### src/rtl/jmp_pkg.sv
// Shared definitions for the jump/branch/call sequencer.
// Condition codes, jump modes, the sequencer state type and the default return-stack depth.
package jmp_pkg;

    // Condition codes, taken from jmpins[2:0]
    localparam logic [2:0] COND_ALWAYS = 3'd0;
    localparam logic [2:0] COND_Z      = 3'd1;
    localparam logic [2:0] COND_NZ     = 3'd2;
    localparam logic [2:0] COND_L      = 3'd3;
    localparam logic [2:0] COND_LE     = 3'd4;
    localparam logic [2:0] COND_G      = 3'd5;
    localparam logic [2:0] COND_GE     = 3'd6;
    localparam logic [2:0] COND_C      = 3'd7;

    // Jump modes, taken from jmpins[4:3]
    localparam logic [1:0] MODE_ABS  = 2'd0;
    localparam logic [1:0] MODE_REL  = 2'd1;
    localparam logic [1:0] MODE_CALL = 2'd2;
    localparam logic [1:0] MODE_RET  = 2'd3;

    localparam int STACK_DEPTH_DEF = 4;

    typedef enum logic [1:0] {IDLE, FETCH, EVAL, LOAD} state_t;

endpackage

### src/rtl/jmp_ras.sv
// Return-address stack: a small LIFO.
// A push when full and a pop when empty are both ignored; the sequencer checks full/empty first.
module jmp_ras
    import jmp_pkg::*;
#(
    parameter int W     = 8,
    parameter int DEPTH = STACK_DEPTH_DEF
) (
    input  logic         clk,
    input  logic         reset,
    input  logic         push,
    input  logic         pop,
    input  logic [W-1:0] din,
    output logic         full,
    output logic         empty,
    output logic [W-1:0] top
);

    localparam int SP_W = $clog2(DEPTH + 1);

    logic [SP_W-1:0]           sp_q, sp_d;
    logic [DEPTH-1:0][W-1:0]   mem_q, mem_d;

    assign full  = (sp_q == SP_W'(DEPTH));
    assign empty = (sp_q == '0);

    // Top of stack is the entry just below the stack pointer
    always_comb begin
        top = '0;
        for (int i = 0; i < DEPTH; i++)
            if (SP_W'(i + 1) == sp_q) top = mem_q[i];
    end

    // Next stack pointer and storage contents
    always_comb begin
        sp_d  = sp_q;
        mem_d = mem_q;
        if (push && !full) begin
            for (int i = 0; i < DEPTH; i++)
                if (SP_W'(i) == sp_q) mem_d[i] = din;
            sp_d = sp_q + SP_W'(1);
        end else if (pop && !empty) begin
            sp_d = sp_q - SP_W'(1);
        end
    end

    // Stack registers
    always_ff @(posedge clk) begin
        if (!reset) begin
            sp_q  <= '0;
            mem_q <= '0;
        end else begin
            sp_q  <= sp_d;
            mem_q <= mem_d;
        end
    end

endmodule

### src/rtl/jmp_seq.sv
// Jump / branch / call-return sequencer for the 8-bit CPU.
// Latches the opcode, PC and flags, fetches the operand byte, evaluates the
// condition and issues a one-cycle PC load. CALL/RET use a return-address
// stack only when JMP_CALL_STACK_EN is defined; otherwise they complete as not taken.
module jmp_seq
    import jmp_pkg::*;
#(
    parameter int PC_W        = 8,
    parameter int STACK_DEPTH = STACK_DEPTH_DEF
) (
    input  logic            clk,
    input  logic            reset,
    input  logic            start,
    input  logic [7:0]      jmpins,
    input  logic [PC_W-1:0] pcin,
    input  logic [7:0]      databus,
    input  logic            mem_ready,
    input  logic            zin,
    input  logic            oin,
    input  logic            cin,
    input  logic            sin,
    output logic            busy,
    output logic            mem_rd,
    output logic            pcoe,
    output logic [PC_W-1:0] pcout,
    output logic            taken,
    output logic            done,
    output logic            stack_err
);

    function automatic logic cond_f(input logic [2:0] cc, input logic z, o, c, s);
        case (cc)
            COND_ALWAYS: cond_f = 1'b1;
            COND_Z:      cond_f = z;
            COND_NZ:     cond_f = !z;
            COND_L:      cond_f = (s != o);
            COND_LE:     cond_f = z || (s != o);
            COND_G:      cond_f = !z && (s == o);
            COND_GE:     cond_f = (s == o);
            default:     cond_f = c;
        endcase
    endfunction

    state_t          state_q, state_d;
    logic [1:0]      mode_q, mode_d;
    logic [2:0]      cc_q, cc_d;
    logic [PC_W-1:0] pc_q, pc_d;
    logic            z_q, z_d, o_q, o_d, c_q, c_d, s_q, s_d;
    logic [7:0]      opnd_q, opnd_d;
    logic [PC_W-1:0] res_q, res_d;
    logic            tkn_q, tkn_d;

    logic            cond_ok;
    logic [PC_W-1:0] fall_pc, rel_pc, abs_pc;
    logic signed [7:0] opnd_s;

    // Opcode bits [7:5] carry no meaning for this unit
    logic unused_ins;
    assign unused_ins = ^jmpins[7:5];

    assign cond_ok = cond_f(cc_q, z_q, o_q, c_q, s_q);
    assign opnd_s  = opnd_q;
    assign abs_pc  = PC_W'(opnd_q);
    assign rel_pc  = pc_q + PC_W'(2) + PC_W'(opnd_s);
    assign fall_pc = (mode_q == MODE_RET) ? pc_q + PC_W'(1) : pc_q + PC_W'(2);

`ifdef JMP_CALL_STACK_EN
    logic            serr_q, serr_d;
    logic            push_q, push_d, pop_q, pop_d;
    logic            ras_full, ras_empty;
    logic [PC_W-1:0] ras_top;

    // Push/pop are applied in the LOAD cycle, decided one cycle earlier in EVAL
    jmp_ras #(.W(PC_W), .DEPTH(STACK_DEPTH)) u_ras (
        .clk   (clk),
        .reset (reset),
        .push  (state_q == LOAD && push_q),
        .pop   (state_q == LOAD && pop_q),
        .din   (pc_q + PC_W'(2)),
        .full  (ras_full),
        .empty (ras_empty),
        .top   (ras_top)
    );

    assign stack_err = (state_q == LOAD) && serr_q;
`else
    localparam int unused_depth = STACK_DEPTH;
    assign stack_err = 1'b0;
`endif

    // State register
    always_ff @(posedge clk) begin
        if (!reset) state_q <= IDLE;
        else        state_q <= state_d;
    end

    // Next-state logic
    always_comb begin
        state_d = state_q;
        case (state_q)
            IDLE:    if (start) state_d = (jmpins[4:3] == MODE_RET) ? EVAL : FETCH;
            FETCH:   if (mem_ready) state_d = EVAL;
            EVAL:    state_d = LOAD;
            default: state_d = IDLE;
        endcase
    end

    // Moore outputs; pcout is forced to zero outside LOAD
    always_comb begin
        busy   = (state_q != IDLE);
        mem_rd = (state_q == FETCH);
        pcoe   = (state_q == LOAD);
        done   = (state_q == LOAD);
        taken  = (state_q == LOAD) && tkn_q;
        pcout  = (state_q == LOAD) ? res_q : '0;
    end

    // Datapath: capture request, operand, then the resolved next PC
    always_comb begin
        mode_d = mode_q;
        cc_d   = cc_q;
        pc_d   = pc_q;
        z_d    = z_q;
        o_d    = o_q;
        c_d    = c_q;
        s_d    = s_q;
        opnd_d = opnd_q;
        res_d  = res_q;
        tkn_d  = tkn_q;
`ifdef JMP_CALL_STACK_EN
        serr_d = serr_q;
        push_d = push_q;
        pop_d  = pop_q;
`endif
        if (state_q == IDLE && start) begin
            mode_d = jmpins[4:3];
            cc_d   = jmpins[2:0];
            pc_d   = pcin;
            z_d    = zin;
            o_d    = oin;
            c_d    = cin;
            s_d    = sin;
        end
        if (state_q == FETCH && mem_ready) opnd_d = databus;
        if (state_q == EVAL) begin
            tkn_d = cond_ok;
            res_d = cond_ok ? abs_pc : fall_pc;
`ifdef JMP_CALL_STACK_EN
            serr_d = 1'b0;
            push_d = 1'b0;
            pop_d  = 1'b0;
`endif
            case (mode_q)
                MODE_ABS: ;
                MODE_REL: res_d = cond_ok ? rel_pc : fall_pc;
`ifdef JMP_CALL_STACK_EN
                MODE_CALL: begin
                    if (cond_ok && ras_full) begin
                        tkn_d  = 1'b0;
                        serr_d = 1'b1;
                        res_d  = fall_pc;
                    end else if (cond_ok) begin
                        push_d = 1'b1;
                    end
                end
                default: begin
                    if (cond_ok && ras_empty) begin
                        tkn_d  = 1'b0;
                        serr_d = 1'b1;
                        res_d  = fall_pc;
                    end else if (cond_ok) begin
                        pop_d = 1'b1;
                        res_d = ras_top;
                    end
                end
`else
                default: begin
                    tkn_d = 1'b0;
                    res_d = fall_pc;
                end
`endif
            endcase
        end
    end

    // Datapath registers
    always_ff @(posedge clk) begin
        if (!reset) begin
            mode_q <= '0;
            cc_q   <= '0;
            pc_q   <= '0;
            z_q    <= 1'b0;
            o_q    <= 1'b0;
            c_q    <= 1'b0;
            s_q    <= 1'b0;
            opnd_q <= '0;
            res_q  <= '0;
            tkn_q  <= 1'b0;
`ifdef JMP_CALL_STACK_EN
            serr_q <= 1'b0;
            push_q <= 1'b0;
            pop_q  <= 1'b0;
`endif
        end else begin
            mode_q <= mode_d;
            cc_q   <= cc_d;
            pc_q   <= pc_d;
            z_q    <= z_d;
            o_q    <= o_d;
            c_q    <= c_d;
            s_q    <= s_d;
            opnd_q <= opnd_d;
            res_q  <= res_d;
            tkn_q  <= tkn_d;
`ifdef JMP_CALL_STACK_EN
            serr_q <= serr_d;
            push_q <= push_d;
            pop_q  <= pop_d;
`endif
        end
    end

endmodule

### config.mk
export PLATFORM = sky130hd
export DESIGN_NAME = jmp_seq
export DESIGN_NICKNAME = d
export VERILOG_FILES = /design/src/rtl/jmp_pkg.sv /design/src/rtl/jmp_ras.sv /design/src/rtl/jmp_seq.sv
export SDC_FILE = /design/constraint.sdc
export NUM_CORES = 1
export LEC_CHECK = 0
export CORE_MARGIN = 2
export CORE_UTILIZATION = 55
export CTS_BUF_LIST = sky130_fd_sc_hd__clkbuf_8 sky130_fd_sc_hd__clkbuf_16
export DETAILED_ROUTE_END_ITERATION = 8
export GPL_ROUTABILITY_DRIVEN = 0
export GPL_TIMING_DRIVEN = 0
export PLACE_DENSITY = 0.88
export SLEW_MARGIN = 10
export SYNTH_ARGS = -nofsm -noshare
export SYNTH_HDL_FRONTEND = slang
export SYNTH_SLANG_ARGS = --single-unit
### constraint.sdc
create_clock -name clk -period 4.2 [get_ports clk]
set_clock_uncertainty 0.05 [all_clocks]
set_input_delay 0.84 -clock clk [delete_from_list [all_inputs] [get_ports clk]]
set_output_delay 0.84 -clock clk [all_outputs]
set_load 0.01 [all_outputs]
# Word-level counts from Yosys, hierarchy flattened
# Index checks and enable logic that the tools add are counted.
# word_totals
regBits	36
output_inout_bits	14
elab_cells	53
# classes
n_addsub	3
n_eq_ne	16
mux	11
n_reduce_logical	12
# ops
operator	n
$mux 8	4
$pmux 8 s2	1
$eq 3x3->1 const B	3
$add 8x1->8 const B	1
$add 8x2->8 const B	1
$add 8x8->8	1
$eq 2x2->1 const B	4
$pmux 1 s7	1
$eq 3x2->1 const B	2
$mux 2	3
$pmux 2 s3	1
$eq 2x1->1 const B	2
$logic_and 1x1->1	4
$logic_not 2->1	2
$ne 2x2->1 const B	2
$eq 3x1->1 const B	1
$logic_not 3->1	1
$reduce_and 2->1	1
$reduce_bool 2->1	1
$reduce_or 2->1	1
$eq 1x1->1	1
$logic_not 1->1	1
$logic_or 1x1->1	1
$mux 1	1
$ne 1x1->1	1

# Logic depth before layout (Yosys ltp)
# Gate-level depths: netlist of run 1.
# logic_depth
ltp_word	5
mapped_depth	11
depth_no_buf	10

# Worst setup path after synthesis of run 1
# No wires, ideal clock.
# synth_path
path_kind	reg-to-reg
startpoint	reg pc_q[1]
endpoint	reg res_q[6]
setup_time_ns	0.124
arrival_ns	2.013
setup_slack_ns	2.013
stages_incl_launch_ff	9
cell_sequence	dfxtp_1 -> ha_1 -> ha_1 -> nor2b_1 -> o31a_1 -> o21ai_0 -> a21oi_1 -> nor4_1 -> nor3_1
# synth_via
elab_chain_cells	4
# synth_rtl
item	line	source
from (decl)	jmp_seq.sv:47	logic [PC_W-1:0] pc_q, pc_d;
from (signal assigned)	jmp_seq.sv:207	pc_q <= pc_d;
$add 8x2->8 / $add 8x1->8 (equally long branches)	jmp_seq.sv:64, jmp_seq.sv:65	
$add 8x8->8 / $mux 8 (equally long branches)	jmp_seq.sv:64, jmp_seq.sv:65	
$mux 8 (on tied branches)	jmp_seq.sv:155, jmp_seq.sv:147	
$pmux 8 s2 (*)	jmp_seq.sv:153	case (mode_q)
to (signal assigned)	jmp_seq.sv:213	res_q <= res_d;
to (decl)	jmp_seq.sv:50	logic [PC_W-1:0] res_q, res_d;
# Mark *: on every way between the ends. The rest lies on a longest branch, timed or not.
# A chain may end at the register's enable or synchronous reset.

# Worst setup path after layout of run 1
# layout_path
startpoint	reg state_q[1]
endpoint	out pcout[3]
# layout_via
elab_chain_cells	2
# layout_rtl
item	line	source
from (decl)	jmp_seq.sv:44	state_t state_q, state_d;
from (signal assigned)	jmp_seq.sv:94	else state_q <= state_d;
$eq 2x2->1	jmp_seq.sv:115	pcout = (state_q == LOAD) ? res_q : '0;
$mux 8	jmp_seq.sv:115	
to (decl)	jmp_seq.sv:25	output logic [PC_W-1:0] pcout,
# Every way passes these cells.

==> metrics.md, run 1 <==
| Metric | Value |
|---|---|
| I/O Buffers | 39 |
| Post-CTS Hold Buffers | 0 |
| Register area | 720.7 um2 |
| Commonest non-fill, non-tap cell in the layout | nand2_1 |
| Post-DP HPWL | 4168 um |
| Worst hold path depth | 2 |
| Via count | ~2.3k |
| Setup TNS | 0 ps |
| Status | finished, final reports clean |
| Seq cells post-synth | 36 |
| 1st-iter DRT viols | 144 |
| Total setup buffers inserted after CTS | 0 |
| Final worst-path cycle share | 64.17% |
| CP peak stage delay | around 530 ps |
| Post-synth EDFFs | 0 |
| Synth Area in Compound Gates | about 22% |
| Met2 wire length | 2655 um |
| Worst-Margin Slew | around 700 ps |
| Synth Area in Simple Gates | 22.54% |
| # clock sinks | 36 |
| Met1 WL | 2449 um |
| Critical R2R Launch | pc_q[1] |
| Count of pins over their slew limit | 0 |
| Multi-input gate area | 1431 um2 |
| CTS tree | done |
| Global-route usage over all layers | 26.76% |
| Hold EP | c_q |
| Clock root cell | clkbuf_8 |
| Ratio of total power to cell area | 479.1 nW/um2 |
| Core area | between 3000 and 4000 um2 |
| Main synth FF type | dfxtp_1 |
| Top post-synthesis cells by area | dfxtp_1 32%, nand2_1 9.1%, a21oi_1 8.0% |
| Top Family by Delay on Critical Path | buffers and inverters |
| Normalized max-slew margin | between 50% and 60% |
| Fillers | approximately 330 |
| Final min period | approximately 2700 ps |
| Mux cell area share after synthesis | about 3.1% |
| Yosys warns | 0 |
| Design Area, Final | 2844 um2 |
| Pre-Repair DR Iteration Count | 4 |
| Core Rows | 23 |
| Critical path data arrival time | around 1800 ps |
| Critical path peak fanout | 11 |
| Critical Path End Type | output pin |
| Clk buf depth | 2 |
| Most frequent cells in the layout | 55 x nand2_1, 39 x clkdlybuf4s50_1, 36 x a21oi_1, 36 x dfxtp_1, 15 x o21ai_0 |
| Async SR Flop Fraction | 0% |
| Post-synthesis xor/xnor area fraction | 6.961% |
| Crit-path slowest cell | clkdlybuf4s50_1 |
| CTS clk-pin slew, worst paths | around 70 ps |
| Vias per cell | roughly 5.7 |
| Hold WC Path Type | reg -> reg |
| Req. time, crit path | approximately 3300 ps |
| Syn Inst Count | 295 |
| Antenna Cells | 0 |
| Post-synthesis sequential area ratio | a little under a third |
| Final setup fails | 0 |
| Wire length on met3 | 414 um |
| Leakage | 1.077 nW |
| Tot Pwr | 1.363 mW |
| Distinct cells, synth | 47 |
| Final WL | around 5600 um |
| Post-DP Area | 2718 um2 |
| Peak supply drop | between 0.3 and 0.4 mV |
| Max-cap viol count | 0 |
| Vias in the first global route | 2008 |
| First-pass GRT wire length | ~9000 um |
| DIE HEIGHT | 68.17 um |
| Final hold violation count | 0 |
| Post-synth top area share | 31.82% |
| Synth Area in Adders | 8.619% |
| Largest family of logic cells by synthesized area | simple AND/OR/NAND/NOR gates |
| Net Count, Synth | 342 |
| CP Class | reg -> out |
| Syn-to-layout area delta | 25.58% |
| R2r setup slk | 1600 ps |
| Net count, final | 388 |
| Critical-path cell list | ha_1 > and2_1 > clkdlybuf4s50_1 |
| Max Used Layer | met4 |
| Syn Area/Cell | 7.677 um2 |
| # DRC | 0 |
| Initial Utilization | between 50% and 60% |
| WL/cell | between 10 and 15 um |
| IO Count | 46 |
| H-tree depth | 2 |
| Post_cts resized | 0 |
| Reg2Reg Depth | 8 |
| Unrepaired setup endpoints after global routing | no |
| Initial antenna violation count | 0 |
| F_max | 371.0 MHz |
| Cell area after synthesis | 2265 um2 |
| GRT Residual Overflow | 0 |
| Total CTS buffers | 5 |
| R2R Path End | res_q[6] |
| Yosys top cell by area | dfxtp_1 |
| Largest net degree at the start of global routing | 12 |
| Die extent in x | 68.17 um |
| Routed Antenna Nets | 0 |
| Share of cells above drive strength 1 | 3.801% |
| Startpoint Class | flip-flop |
| Skew-Pair Late Insertion Delay | 290 ps |
| HP Start | c_q |
| Die area | 4647 um2 |
| WP buf/inv | 1 |
## state kept, by name, indices dropped and copies added (netlist names), 2 cells and up
register  flops
abs_pc        8
pc_q          8
res_q         8
cc_q          3
mode_q        2
state_q       2
## routing by layer
metal  track usage, %  up-vias
met1            36.08     1033
met4            9.000        0
met2            42.72       89
met3            5.263       10
li1                 -     1119
met5                0        -
## Yosys cell counts, types with 3 or more instances
cell / instances
a31oi_1: 4
ha_1: 14
o21ai_0: 15
nand3_1: 13
a21oi_1: 36
a21o_1: 3
inv_1: 12
nor2b_1: 4
clkbuf_1: 14
dfxtp_1: 36
and2_1: 11
xor2_1: 8
o21bai_1: 3
nor3_1: 5
nor2_1: 9
xnor2_1: 10
mux2i_1: 6
nand2_1: 55
## stage by stage
stage | util [%] | hold WS, ps | worst slack, ps | std cells
after floorplan | - | 382.1 | 2013 | 295
after global placement | 68.43 | 389.0 | 1721 | 384
after detailed placement | 68.43 | 396.0 | 1677 | 384
after CTS | 71.61 | 405.8 | 1493 | 392
after global routing | 71.61 | 447.6 | 1393 | 392
final | 71.61 | 402.7 | 1505 | 392
## where the power goes
group          internal (mW)  switching [mW]  total [mW]  leakage [nW]
registers              0.405          0.0625       0.468         0.294
clock network          0.209           0.127       0.336        0.0645
logic                  0.238           0.320       0.558         0.719
total                  0.853           0.509        1.36          1.08
## cells by family after synthesis
| family | after synthesis |
|---|---|
| buf+inv | 28 |
| mux | 7 |
| xor+xnor | 18 |
| fa+ha+maj | 15 |
| flops | 36 |
| compound gates | 81 |
| other cells | 1 |
| simple gates | 109 |
## layout make-up
type / instances / share of cell area [%]
Buffer: 16 / 2.376
Timing Repair Buffer: 39 / 13.73
Multi-Input combinational cell: 231 / 50.33
Tap cell: 50 / 2.200
Sequential cell: 36 / 25.34
Clock buffer: 7 / 3.388
Inverter: 12 / 1.584
Clock inverter: 1 / 1.056
## worst min-delay path: cells and delay by family (launching register included)
kind               cells  cell delay (ps)
and+or+nand+nor        1               50
DFF                    1              310
AOI/OAI and AO/OA      1               50
## worst max-delay path by stage
stage               start        to  slack, ps  depth (start not counted)
2_1_floorplan     pc_q[1]  res_q[6]       2010                          8
4_1_cts        state_q[1]  pcout[3]       1490                          3
5_1_grt        state_q[1]     taken       1390                          3
3_3_place_gp      pc_q[1]  res_q[6]       1720                          8
6_report       state_q[1]  pcout[3]       1500                          3
3_5_place_dp      pc_q[1]  res_q[6]       1680                          8
Power figures use the tool's default switching activity.
==> run 2: changes to the inputs <==
--- a/config.mk
+++ b/config.mk
@@ -6,12 +6,12 @@
 export NUM_CORES = 1
 export LEC_CHECK = 0
 export CORE_MARGIN = 2
-export CORE_UTILIZATION = 55
+export CORE_UTILIZATION = 51
 export CTS_BUF_LIST = sky130_fd_sc_hd__clkbuf_8 sky130_fd_sc_hd__clkbuf_16
 export DETAILED_ROUTE_END_ITERATION = 8
 export GPL_ROUTABILITY_DRIVEN = 0
 export GPL_TIMING_DRIVEN = 0
-export PLACE_DENSITY = 0.88
+export PLACE_DENSITY = 0.82
 export SLEW_MARGIN = 10
 export SYNTH_ARGS = -nofsm -noshare
 export SYNTH_HDL_FRONTEND = slang
==> constraint.sdc (replaced) <==
create_clock -name clk -period 2.7 [get_ports clk]
set_clock_uncertainty 0.05 [all_clocks]
set_input_delay 0.54 -clock clk [delete_from_list [all_inputs] [get_ports clk]]
set_output_delay 0.54 -clock clk [all_outputs]
set_load 0.01 [all_outputs]
==> metrics.md, run 2 (synthesis results as in run 1) <==
| Metric | Value |
|---|---|
| Status | finished, final reports clean |
| Final worst-path cycle share | a little over nine tenths |
| Die extent in x | between 70 and 80 um |
| Routed Antenna Nets | 0 |
| CP Class | reg -> reg |
| Unrepaired setup endpoints after global routing | no |
| Leakage | 1.058 nW |
| # clock sinks | 36 |
| First-pass GRT wire length | 8666 um |
| Post_cts resized | 0 |
| GRT Residual Overflow | 0 |
| Critical Path End Type | flip-flop |
| Crit-path slowest cell | dfxtp_1 |
| F_max | 387.0 MHz |
| Skew-Pair Late Insertion Delay | 290 ps |
| Commonest non-fill, non-tap cell in the layout | nand2_1 |
| 1st-iter DRT viols | 160 |
| Share of cells above drive strength 1 | 3.226% |
| HP Start | res_q[1] |
| CP peak stage delay | 550 ps |
| CTS tree | done |
| Core Rows | 24 |
| Vias in the first global route | 1900 |
| Critical R2R Launch | pc_q[1] |
| DIE HEIGHT | ~71 um |
| Worst hold path depth | 2 |
| Post-DP HPWL | just over 4000 um |
| Via count | 2167 |
| Hold_ws | 419.3 ps |
| Net count, final | 388 |
| Global-route usage over all layers | 21.76% |
| Pre-Repair DR Iteration Count | 4 |
| Critical path data arrival time | about 2700 ps |
| Most frequent cells in the layout | 55 x nand2_1, 39 x clkdlybuf4s50_1, 36 x a21oi_1, 36 x dfxtp_1, 15 x o21ai_0 |
| Antenna Cells | 0 |
| Hold WC Path Type | reg -> reg |
| Reg2Reg Depth | 8 |
| Vias per cell | 5.514 |
| Die area | 4989 um2 |
| Final WL | roughly 5200 um |
| Critical-path cell list | ha_1 > ha_1 > nor2b_1 > o31a_1 > o21ai_0 > a21oi_1 > nor4_1 > nor3_1 |
| Normalized max-slew margin | 60.78% |
| Clk buf depth | 2 |
| Total setup buffers inserted after CTS | 0 |
| R2R Path End | res_q[6] |
| Core area | about 4300 um2 |
| Setup TNS | 0 ps |
| Final setup fails | 0 |
| Clock root cell | clkbuf_8 |
| Max-cap viol count | 0 |
| R2r setup slk | between 100 and 150 ps |
| I/O Buffers | 39 |
| Final hold violation count | 0 |
| Most Frequent Cell on Critical Path | ha_1 |
| H-tree depth | 2 |
| Ratio of total power to cell area | 691.4 nW/um2 |
| Post-CTS Hold Buffers | 0 |
| WL/cell | 13.32 um |
| Hold EP | res_q[1] |
| Req. time, crit path | approximately 2800 ps |
| IO Count | 46 |
| Peak supply drop | 0.4925 mV |
| Post-layout util | 64.70% |
| Final min period | 2584 ps |
| Critical path peak fanout | 9 |
| Initial Utilization | 52.37% |
| Total CTS buffers | 5 |
| Largest net degree at the start of global routing | 12 |
| Startpoint Class | flip-flop |
| Count of pins over their slew limit | 0 |
| Worst-Margin Slew | 580.7 ps |
| Syn-to-layout area delta | 23.54% |
| CTS clk-pin slew, worst paths | 70 ps |
| # DRC | 0 |
| Initial antenna violation count | 0 |
## run 2: cell types whose count changed in the layout (fill, tap and decap cells not counted)
cell | before | now
clkbuf_8 | 7 | 5
bufinv_16 | 1 | 0
clkinv_2 | 0 | 1
inv_1 | 12 | 13
## run 2: routing by layer
layer | vias up | wire (um) | GRT usage, %
met5 | - | 0 | 0
met4 | 0 | 62 | 6.289
met3 | 5 | 218 | 4.274
met2 | 55 | 2435 | 35.74
met1 | 994 | 2518 | 29.26
li1 | 1113 | - | -
## run 2: worst max-delay path: cells and delay by family, from the launching register on
| family | cells | cell delay (ps) |
|---|---|---|
| adders and majority gates | 2 | 680 |
| and+or+nand+nor | 3 | 630 |
| AOI/OAI and AO/OA | 3 | 560 |
| DFF | 1 | 550 |
## run 2: how the worst max path moves through the flow
stage            start  endpoint  cells after the start
2_1_floorplan  pc_q[1]  res_q[6]                      8
3_3_place_gp   pc_q[1]  res_q[6]                      8
3_5_place_dp   pc_q[1]  res_q[6]                      8
4_1_cts        pc_q[1]  res_q[6]                      8
5_1_grt        pc_q[1]  res_q[6]                      9
6_report       pc_q[1]  res_q[6]                      8
## run 2: power breakdown
part	total, mW	switching, mW	internal (mW)
Combinational	0.844	0.476	0.368
Sequential	0.729	0.0983	0.631
Clock	0.361	0.190	0.172
## run 2: layout make-up
class                      instances  area, um2
clock buffer                       5      68.82
multi-input combinational        231       1431
buffer                            16      67.56
fill                             401       1526
timing repair buffer              39      390.4
clock inverter                     2      8.758
tap                               52      65.06
inverter                          12      45.04
sequential                        36      720.7
## run 2: through the flow
step	setup slack, ps	cells	power, mW	instance area [um2]
after floorplan	512.9	295	1.325	2265
after global placement	188.6	386	1.553	2720
after detailed placement	176.2	386	1.579	2720
after CTS	150.5	393	1.936	2798
after global routing	12.11	393	2.076	2798
final	116.2	393	1.934	2798
